==> src/rtl/dma_cmd_sched.sv <==
// DMA command scheduler: round-robin arbitration between two descriptor
// requesters, APB programming of the DMA register port, interrupt wait with
// a watchdog, and per-requester done/err completion pulses.
module dma_cmd_sched #(
   parameter int TIMEOUT = 4096
) (
   input  logic        CLK,
   input  logic        RSTN,
   input  logic [1:0]  req_valid,
   output logic [1:0]  req_ready,
   input  logic [31:0] req_src0,
   input  logic [31:0] req_src1,
   input  logic [31:0] req_dst0,
   input  logic [31:0] req_dst1,
   input  logic [15:0] req_size0,
   input  logic [15:0] req_size1,
   output logic [1:0]  done,
   output logic [1:0]  err,
   output logic        PSEL,
   output logic        PENABLE,
   output logic        PWRITE,
   output logic [31:0] PADDR,
   output logic [31:0] PWDATA,
   input  logic        PREADY,
   input  logic        INTR,
   output logic        busy
);

   typedef enum logic [2:0] {IDLE, SETUP, ACCESS, WAIT_INTR, COMPLETE} state_t;

   localparam logic [15:0] TIMEOUT_LAST = 16'(TIMEOUT - 1);

   state_t      state_q, state_d;
   logic [2:0]  regIdx_q, regIdx_d;
   logic [15:0] wdog_q, wdog_d;
   logic        timeout_q, timeout_d;
   logic        gnt_q, gnt_d;
   logic        lastGnt_q, lastGnt_d;
   logic [31:0] src_q, src_d;
   logic [31:0] dst_q, dst_d;
   logic [15:0] size_q, size_d;
   logic [31:0] paddr_q, paddr_d;
   logic [31:0] pwdata_q, pwdata_d;
   logic [1:0]  done_q, done_d;
   logic [1:0]  err_q, err_d;

   logic [1:0]  grant;
   logic        sel;
   logic [31:0] selSrc;
   logic [31:0] selDst;
   logic [15:0] selSize;
   logic [2:0]  nextIdx;
   logic [31:0] nextData;

   // Pick a requester: on a tie the one not served last wins, otherwise the lone requester.
   always_comb begin
      sel     = 1'b0;
      selSrc  = req_src0;
      selDst  = req_dst0;
      selSize = req_size0;
      if (req_valid == 2'b11) begin
         sel = ~lastGnt_q;
      end else begin
         sel = req_valid[1];
      end
      if (sel) begin
         selSrc  = req_src1;
         selDst  = req_dst1;
         selSize = req_size1;
      end
   end

   // Address and data of the register write that follows the current one in the programming sequence.
   always_comb begin
      nextIdx  = regIdx_q + 3'd1;
      nextData = 32'h1;
      case (nextIdx)
         3'd1:    nextData = dst_q;
         3'd2:    nextData = {16'h0, size_q};
         default: nextData = 32'h1;
      endcase
   end

   // Next-state logic for the scheduler FSM and all its datapath registers.
   always_comb begin
      state_d   = state_q;
      regIdx_d  = regIdx_q;
      wdog_d    = wdog_q;
      timeout_d = timeout_q;
      gnt_d     = gnt_q;
      lastGnt_d = lastGnt_q;
      src_d     = src_q;
      dst_d     = dst_q;
      size_d    = size_q;
      paddr_d   = paddr_q;
      pwdata_d  = pwdata_q;
      done_d    = 2'b00;
      err_d     = 2'b00;
      grant     = 2'b00;
      case (state_q)
         IDLE: begin
            if (|req_valid) begin
               grant[sel] = 1'b1;
               gnt_d      = sel;
               lastGnt_d  = sel;
               src_d      = selSrc;
               dst_d      = selDst;
               size_d     = selSize;
               regIdx_d   = 3'd0;
               if (selSize == 16'h0) begin
                  state_d = COMPLETE;
               end else begin
                  state_d  = SETUP;
                  paddr_d  = 32'h0;
                  pwdata_d = selSrc;
               end
            end
         end
         SETUP: begin
            state_d = ACCESS;
         end
         ACCESS: begin
            if (PREADY) begin
               case (regIdx_q)
                  3'd3: begin
                     state_d = WAIT_INTR;
                     wdog_d  = 16'h0;
                  end
                  3'd4: begin
                     state_d = COMPLETE;
                  end
                  default: begin
                     regIdx_d = nextIdx;
                     state_d  = SETUP;
                     paddr_d  = {27'h0, nextIdx, 2'b00};
                     pwdata_d = nextData;
                  end
               endcase
            end
         end
         WAIT_INTR: begin
            wdog_d = wdog_q + 16'd1;
            if (INTR || (wdog_q == TIMEOUT_LAST)) begin
               timeout_d = ~INTR;
               regIdx_d  = 3'd4;
               state_d   = SETUP;
               paddr_d   = 32'h10;
               pwdata_d  = 32'h1;
            end
         end
         COMPLETE: begin
            done_d[gnt_q] = 1'b1;
            err_d[gnt_q]  = timeout_q;
            timeout_d     = 1'b0;
            state_d       = IDLE;
         end
         default: begin
            state_d = IDLE;
         end
      endcase
   end

   // State and datapath registers; reset aborts any transfer in flight.
   always_ff @(posedge CLK or negedge RSTN) begin
      if (!RSTN) begin
         state_q   <= IDLE;
         regIdx_q  <= 3'd0;
         wdog_q    <= 16'h0;
         timeout_q <= 1'b0;
         gnt_q     <= 1'b0;
         lastGnt_q <= 1'b1;
         src_q     <= 32'h0;
         dst_q     <= 32'h0;
         size_q    <= 16'h0;
         paddr_q   <= 32'h0;
         pwdata_q  <= 32'h0;
         done_q    <= 2'b00;
         err_q     <= 2'b00;
      end else begin
         state_q   <= state_d;
         regIdx_q  <= regIdx_d;
         wdog_q    <= wdog_d;
         timeout_q <= timeout_d;
         gnt_q     <= gnt_d;
         lastGnt_q <= lastGnt_d;
         src_q     <= src_d;
         dst_q     <= dst_d;
         size_q    <= size_d;
         paddr_q   <= paddr_d;
         pwdata_q  <= pwdata_d;
         done_q    <= done_d;
         err_q     <= err_d;
      end
   end

   // APB controls follow the state directly so reset idles the bus without waiting for a clock.
   always_comb begin
      PSEL      = (state_q == SETUP) || (state_q == ACCESS);
      PENABLE   = (state_q == ACCESS);
      PWRITE    = PSEL;
      PADDR     = paddr_q;
      PWDATA    = pwdata_q;
      busy      = (state_q != IDLE);
      done      = done_q;
      err       = err_q;
      req_ready = grant & {2{RSTN}};
   end

endmodule

==> config.mk <==
export PLATFORM = sky130hd
export DESIGN_NAME = dma_cmd_sched
export DESIGN_NICKNAME = d
export VERILOG_FILES = /design/src/rtl/dma_cmd_sched.sv
export SDC_FILE = /design/constraint.sdc
export NUM_CORES = 1
export LEC_CHECK = 0
export ABC_AREA = 0
export BUFFER_PORTS_ARGS = -buffer_cell sky130_fd_sc_hd__buf_2
export CORE_MARGIN = 2
export CORE_UTILIZATION = 45
export CTS_CLUSTER_DIAMETER = 150
export DETAILED_ROUTE_END_ITERATION = 10
export PLACE_DENSITY = 0.86
export SETUP_SLACK_MARGIN = 0.15
export SLEW_MARGIN = 0
export SYNTH_ARGS = -nofsm -noshare
export SYNTH_HDL_FRONTEND = slang
export SYNTH_SLANG_ARGS = --single-unit
==> constraint.sdc <==
create_clock -name CLK -period 6.8 [get_ports CLK]
set_clock_uncertainty 0.05 [all_clocks]
set_input_delay 1.36 -clock CLK [delete_from_list [all_inputs] [get_ports CLK]]
set_output_delay 1.36 -clock CLK [all_outputs]
set_load 0.1 [all_outputs]
==> results of run 1 <==
power groups by stage:
stage | Combinational [mW] | Clock, mW | Sequential, mW
final | 2.29 | 0.618 | 1.13
after global routing | 2.43 | 0.656 | 1.17
after CTS | 2.30 | 0.628 | 1.13
after detailed placement | 2.29 | 0 | 1.14
after global placement | 2.25 | 0 | 1.13
after floorplan | 1.26 | 0 | 1.78
cell usage in the layout (no fill, tap or decap), drive strengths merged, types with 12 or more instances in the layout:
cell     count
a22oi       28
buf        216
conb        29
dfrtp      111
mux2        34
mux2i       68
nand2       58
nor2        21
o21ai       52
o22ai       16
o2bb2ai     17
xor2        12
worst reg2reg max path, cell delays in order, from the launching register on:
cell and delay (ps):
sky130_fd_sc_hd__dfrtp_1 420, sky130_fd_sc_hd__inv_1 70, sky130_fd_sc_hd__ha_1 480, sky130_fd_sc_hd__mux2i_1 340
sky130_fd_sc_hd__o21a_1 190, sky130_fd_sc_hd__o211ai_4 130, sky130_fd_sc_hd__nor2_4 460, sky130_fd_sc_hd__buf_4 480
sky130_fd_sc_hd__mux2_2 410
synth_stat cells (all sizes together), types with 6 or more instances:
cell,number,area share
nor2,21,0.014
o21ai,52,0.042
nor3,7,0.0065
dfrtp,111,0.45
clkbuf,22,0.013
o2bb2ai,17,0.024
a22oi,28,0.034
mux2,34,0.079
inv,8,0.0048
a21oi,8,0.0065
nor4,11,0.012
nand3,9,0.0073
nand2,58,0.035
buf,49,0.057
o22ai,16,0.016
and3,6,0.0061
nand2b,6,0.0061
xor2,12,0.017
mux2i,68,0.11
final timing paths:
kind	startpoint	to	slack, ps
max	req_valid[1]	req_ready[0]	2600
min	dst_q[13]$_DFFE_PN0P_	dst_q[13]$_DFFE_PN0P_	430
max reg2reg	regIdx_q[0]$_DFFE_PN0P_	PWDATA[23]$_DFFE_PN0P_	3670
min reg2reg	dst_q[13]$_DFFE_PN0P_	dst_q[13]$_DFFE_PN0P_	430
max in group asynchronous	RSTN	PWDATA[12]$_DFFE_PN0P_	4470
min in group asynchronous	RSTN	dst_q[30]$_DFFE_PN0P_	940
sequential cells by signal, indices dropped and copies added (netlist names):
| name | flops |
|---|---|
| lastGnt_q | 1 |
| state_q | 3 |
| regIdx_q | 3 |
| dst_q | 32 |
| wdog_q | 16 |
| size_q | 16 |
| gnt_q | 1 |
| err | 2 |
| PWDATA | 32 |
| done | 2 |
| timeout_q | 1 |
| PADDR | 3 |
layer usage:
layer | wire (um) | track usage
met4 | 342 | 0.0747
met5 | 0 | 0
met3 | 920 | 0.0390
met1 | 6910 | 0.296
met2 | 7770 | 0.369
logic make-up after synthesis:
logic type	Yosys count	share of synthesized area
AO/OA/AOI/OAI	137	0.145
AND/OR/NAND/NOR	135	0.107
flip-flops	112	0.453
multiplexers	102	0.189
buffers and inverters	79	0.0752
XOR/XNOR	14	0.0198
adder cells (fa/ha/maj)	5	0.0101
other	1	0.000605
layout make-up:
| type | instances | area [um^2] | area share |
|---|---|---|---|
| Sequential cell | 112 | 2800 | 0.371 |
| Timing Repair Buffer | 216 | 1100 | 0.145 |
| Multi-Input combinational cell | 422 | 3060 | 0.404 |
| Inverter | 8 | 30.0 | 0.00397 |
| Clock buffer | 11 | 253 | 0.0334 |
| Antenna cell | 1 | 2.50 | 0.000331 |
| Tap cell | 176 | 220 | 0.0291 |
| Clock inverter | 5 | 103 | 0.0136 |
==> out/results.md, run 1 <==
| Parameter | Value | Unit |
|---|---|---|
| Result of the run | complete, no violations | - |
| Drt initial violations | 264 | - |
| Antenna violations before repair | 1 | - |
| Number of cells after detailed placement | 934 | - |
| Hold_buf cts | 0 | - |
| Area of the die | 0.0147 | mm^2 |
| Post-synthesis instance area | 0.00619 | mm^2 |
| Worst hold-check path type | reg -> reg | - |
| Antenna-violating nets left | 0 | - |
| Number of buffers created by CTS | 9 | - |
| Required time worst endpoint | 5390 | ps |
| Sequential share of the synthesized area | 0.453 | - |
| Transition time at the pin with the least slew margin | 971 | ps |
| Most Frequent Cell on Critical Path | sky130_fd_sc_hd__buf_2 | - |
| Number of sinks driven by the clock tree | 112 | - |
| Startpoint types | primary input | - |
| Number of cell instances on the worst register-to-register path | 8 | - |
| Pin count of the biggest net entering global routing | 85 | - |
| Total non-filler cell area in the finished layout | 0.00757 | mm^2 |
| Number of post-CTS setup repair buffers | 0 | - |
| Syn. warnings | 0 | - |
| Top Ports | 240 | - |
| Critical path, cell by cell | buf_2, a21boi_4, buf_4, nor3b_1, buf_2 | - |
| Cell depth of the worst setup path | 5 | - |
| Routed wirelength normalized by instance count | 16.8 | um |
| Syn Area/Cell | 10.6 | um^2 |
| Chip height | 121 | um |
| Gate count of the mapped netlist | 585 | - |
| Layout-stage area growth over the synthesis result | 22.2 | % |
| Reported max-cap violation count | 0 | - |
| Nets | 940 | - |
| Maximum fanout along the worst path | 52 | - |
| Worst hold path cell count | 2 | - |
| Tcrit/Tclk final | 0.618 | - |
| Clock-pin transition on the worst setup and hold timing paths | 70 | ps |
| Quantity of gates resized following cts | 0 | - |
| Switch share | 0.507 | - |
| Total power | 4.05 | mW |
| Layout fillers | 1185 | - |
| Delay contributed by the slowest stage of the critical path | 640 | ps |
| Slowest stage cell, crit path | sky130_fd_sc_hd__buf_4 | - |
| Async set or reset register ratio after synthesis | 1.00 | - |
| DR vias | 5046 | - |
| Final Critical Period | 4200 | ps |
| Comb pwr share | 0.567 | - |
| CORE AREA | 0.0133 | mm^2 |
| Type of the worst setup path | in -> out | - |
| Crit end category | primary output | - |
| Max-slew violation count | 0 | - |
| WP buf/inv | 3 | - |
| Post-route setup TNS | 0 | ps |
| Placement-stage cell area | 0.00721 | mm^2 |
| Endpoints failing hold | 0 | - |
| Die X-Extent | 121 | um |
| DR DRC count | 0 | - |
| Cell internal pwr | 1.99 | mW |
| Number of cells in the finished layout apart from fillers | 951 | - |
| First-pass iteration count of the detailed router | 4 | - |
| CTS H-Tree Depth | 3 | - |
| Reported net switching power | 2.05 | mW |
| Global-route wire length before repair | 25400 | um |
| Clock root buffer | sky130_fd_sc_hd__clkbuf_16 | - |
| Data arrival time of the critical path | 2790 | ps |
| Number of flops mapped to enable cells by yosys | 0 | - |
| Total number of placement rows | 42 | - |
| Setup violations, final | 0 | - |
| Clk_lat worst skew | 350 | ps |
| Worst slack after detailed placement | 2580 | ps |
| Vias in the first global route | 4947 | - |
| Largest voltage drop on the vdd net | 0.000241 | V |
| WL final | 15900 | um |
| Seq pwr share | 0.280 | - |
| Static leakage | 3.81 | nW |
| Global-route total usage across every layer | 0.223 | - |
| Worst slew margin | 0.352 | - |
| HPWL reported at the end of detailed placement | 11900 | um |
| Post-synthesis register bit count | 112 | - |
| Routability congestion estimate | 0.828 | - |
| Final worst setup slack | 2600 | ps |
| Ratio of total power to cell area | 535 | mW/mm^2 |
| Final-layout worst hold slack | 430 | ps |
| Count of cell types in the netlist | 48 | - |
| Clock tree from TritonCTS | built | - |
| Aggregate global routing overflow | 0 | - |
| Post-DR vias/cell | 5.31 | - |
| Synth Flop Type | sky130_fd_sc_hd__dfrtp_1 | - |
| Fmax achieved | 238 | MHz |
| Clk pwr share | 0.153 | - |
| Share of the core filled with cells in the final layout | 0.567 | - |
| Cell type group with the largest total delay on the critical path | buffers and inverters | - |
| RSZ-0062 raised after global routing | false | - |
| Initial standard-cell utilization of the core | 0.464 | - |
| Maximum number of buffers from clock root to sink | 2 | - |
| Port-buffer cells | 210 | - |
| Layout cells sized above 1 | 0.355 | - |
No activity file was read; power rests on OpenSTA's default activity.
==> run 2, diff against run 1 <==
PLACE_DENSITY = 0.89   (was 0.86)
clock period = 3.5 ns   (was 6.8 ns; I/O delays follow)
==> run 2 against run 1 <==
Net effect: worst hold slack worse by 65 ps; via count is 0.95% higher; worst setup slack got worse by 2200 ps; critical path type is now reg -> out; largest power group unchanged; highest routed layer unchanged.
==> out/results.md, run 2 (synthesized netlist as in run 1, its figures left out) <==
| Parameter | Value | Unit |
|---|---|---|
| Result of the run | complete, no violations | - |
| DR DRC count | 0 | - |
| Nets | 947 | - |
| Tcrit/Tclk final | 0.872 | - |
| Post-DR vias/cell | 5.32 | - |
| Highest-count cells in the layout ignoring fill and taps | 209 x sky130_fd_sc_hd__buf_2, 111 x sky130_fd_sc_hd__dfrtp_1, 68 x sky130_fd_sc_hd__mux2i_1 | - |
| CTS H-Tree Depth | 3 | - |
| Ratio of total power to cell area | 1030 | mW/mm^2 |
| Slowest stage cell, crit path | sky130_fd_sc_hd__nor3_2 | - |
| Vias in the first global route | 5041 | - |
| Startpoint of the lowest-slack register-to-register path | regIdx_q[0]$_DFFE_PN0P_ | - |
| Seq pwr share | 0.279 | - |
| Clock root buffer | sky130_fd_sc_hd__clkbuf_16 | - |
| Chip height | 121 | um |
| Area of the die | 0.0147 | mm^2 |
| Placement-stage cell area | 0.00727 | mm^2 |
| Post-route setup TNS | 0 | ps |
| Clock tree from TritonCTS | built | - |
| Required time worst endpoint | 2750 | ps |
| Number of cells in the finished layout apart from fillers | 958 | - |
| Antenna-violating nets left | 0 | - |
| Data arrival time of the critical path | 2300 | ps |
| Number of cells after detailed placement | 941 | - |
| RSZ-0062 raised after global routing | false | - |
| Most common cell after layout, fill and taps aside | sky130_fd_sc_hd__buf_2 | - |
| Top Ports | 240 | - |
| Worst flop-to-flop path endpoint | PWDATA[18]$_DFFE_PN0P_ | - |
| Switch share | 0.510 | - |
| Aggregate global routing overflow | 0 | - |
| Clk pwr share | 0.142 | - |
| Routability congestion estimate | 0.839 | - |
| Maximum number of buffers from clock root to sink | 2 | - |
| Number of sinks driven by the clock tree | 112 | - |
| Transition time at the pin with the least slew margin | 1090 | ps |
| Register-to-register setup slack | 570 | ps |
| Fmax achieved | 328 | MHz |
| Number of cell instances on the worst register-to-register path | 8 | - |
| Reported net switching power | 4.00 | mW |
| Port-buffer cells | 210 | - |
| Max-slew violation count | 0 | - |
| Critical path, cell by cell | buf_4, nor3_2, o21ai_4, nor3b_2, buf_2 | - |
| Clk_lat worst skew | 360 | ps |
| Type of the worst setup path | reg -> out | - |
| Static leakage | 3.83 | nW |
| Die X-Extent | 121 | um |
| Final worst setup slack | 449 | ps |
| Antenna violations before repair | 1 | - |
| DR vias | 5094 | - |
| Maximum fanout along the worst path | 10 | - |
| Worst slack after detailed placement | 272 | ps |
| Number of post-CTS setup repair buffers | 0 | - |
| Final Critical Period | 3050 | ps |
| Setup violations, final | 0 | - |
| WL final | 16000 | um |
| Global-route wire length before repair | 25200 | um |
| Global-route total usage across every layer | 0.223 | - |
| Quantity of gates resized following cts | 0 | - |
| Cell internal pwr | 3.84 | mW |
| Largest voltage drop on the vdd net | 0.000679 | V |
| Delay contributed by the slowest stage of the critical path | 490 | ps |
| Layout cells sized above 1 | 0.364 | - |
| Share of the core filled with cells in the final layout | 0.569 | - |
| Endpoints failing hold | 0 | - |
| Clock-pin transition on the worst setup and hold timing paths | 70 | ps |
| Reported max-cap violation count | 0 | - |
| CORE AREA | 0.0133 | mm^2 |
| Worst hold-check path type | in -> async | - |
| Drt initial violations | 306 | - |
| Layout fillers | 1191 | - |
| First-pass iteration count of the detailed router | 4 | - |
| HPWL reported at the end of detailed placement | 11900 | um |
| Total non-filler cell area in the finished layout | 0.00759 | mm^2 |
| Total number of placement rows | 42 | - |
| Initial standard-cell utilization of the core | 0.464 | - |
| Hold_buf cts | 0 | - |
| Startpoint types | register | - |
| Layout-stage area growth over the synthesis result | 22.6 | % |
| Comb pwr share | 0.579 | - |
| Routed wirelength normalized by instance count | 16.7 | um |
| Pin count of the biggest net entering global routing | 85 | - |
| Crit end category | primary output | - |
| Number of buffers created by CTS | 9 | - |
| Worst slew margin | 0.274 | - |
## run 2: critical path, delay by kind of cell, from the launching register on
family                 cells  cell delay (ps)
buffers and inverters      2              670
and+or+nand+nor            2              670
DFF                        1              480
AOI/OAI and AO/OA          1              110
## run 2: layer usage
layer | GRT usage | routed length [um] | up-vias
li1 | - | - | 2436
met1 | 0.277 | 6680 | 2456
met2 | 0.379 | 8130 | 180
met3 | 0.0625 | 947 | 22
met4 | 0.0654 | 291 | 0
met5 | 0 | 0 | -
## run 2: power groups by stage
stage	registers (mW)	logic, mW	clock network (mW)
6_report	2.19	4.54	1.11
5_1_grt	2.26	4.82	1.18
4_1_cts	2.19	4.56	1.13
3_5_place_dp	2.20	4.55	0
3_3_place_gp	2.19	4.45	0
2_1_floorplan	3.46	2.45	0
## run 2: through the flow
step / hold WS, ps / power [mW]
after floorplan: 354 / 5.91
after global placement: 412 / 6.63
after detailed placement: 422 / 6.75
after CTS: 371 / 7.87
after global routing: 410 / 8.26
final: 365 / 7.84
## run 2: area by class of cell
class	count	area (um^2)	area share
clock inverters	6	82.6	0.0109
multi-input cells	422	3060	0.404
flip-flops and latches	112	2800	0.369
clock buffers	10	239	0.0315
repair buffers	223	1150	0.152
diodes	1	2.50	0.000330
well taps	176	220	0.0290
inverters	8	30.0	0.00395
## run 2: how the worst max path moves through the flow
stage	from	end	slack (ps)	depth (start not counted)
after floorplan	state_q[0]$_DFFE_PN0P_	req_ready[0]	100	6
after global placement	req_size0[3]	PWDATA[13]$_DFFE_PN0P_	310	7
after detailed placement	req_size0[3]	PWDATA[13]$_DFFE_PN0P_	270	7
after CTS	state_q[0]$_DFFE_PN0P_	req_ready[0]	450	5
after global routing	state_q[0]$_DFFE_PN0P_	req_ready[0]	320	5
final	state_q[0]$_DFFE_PN0P_	req_ready[0]	450	5
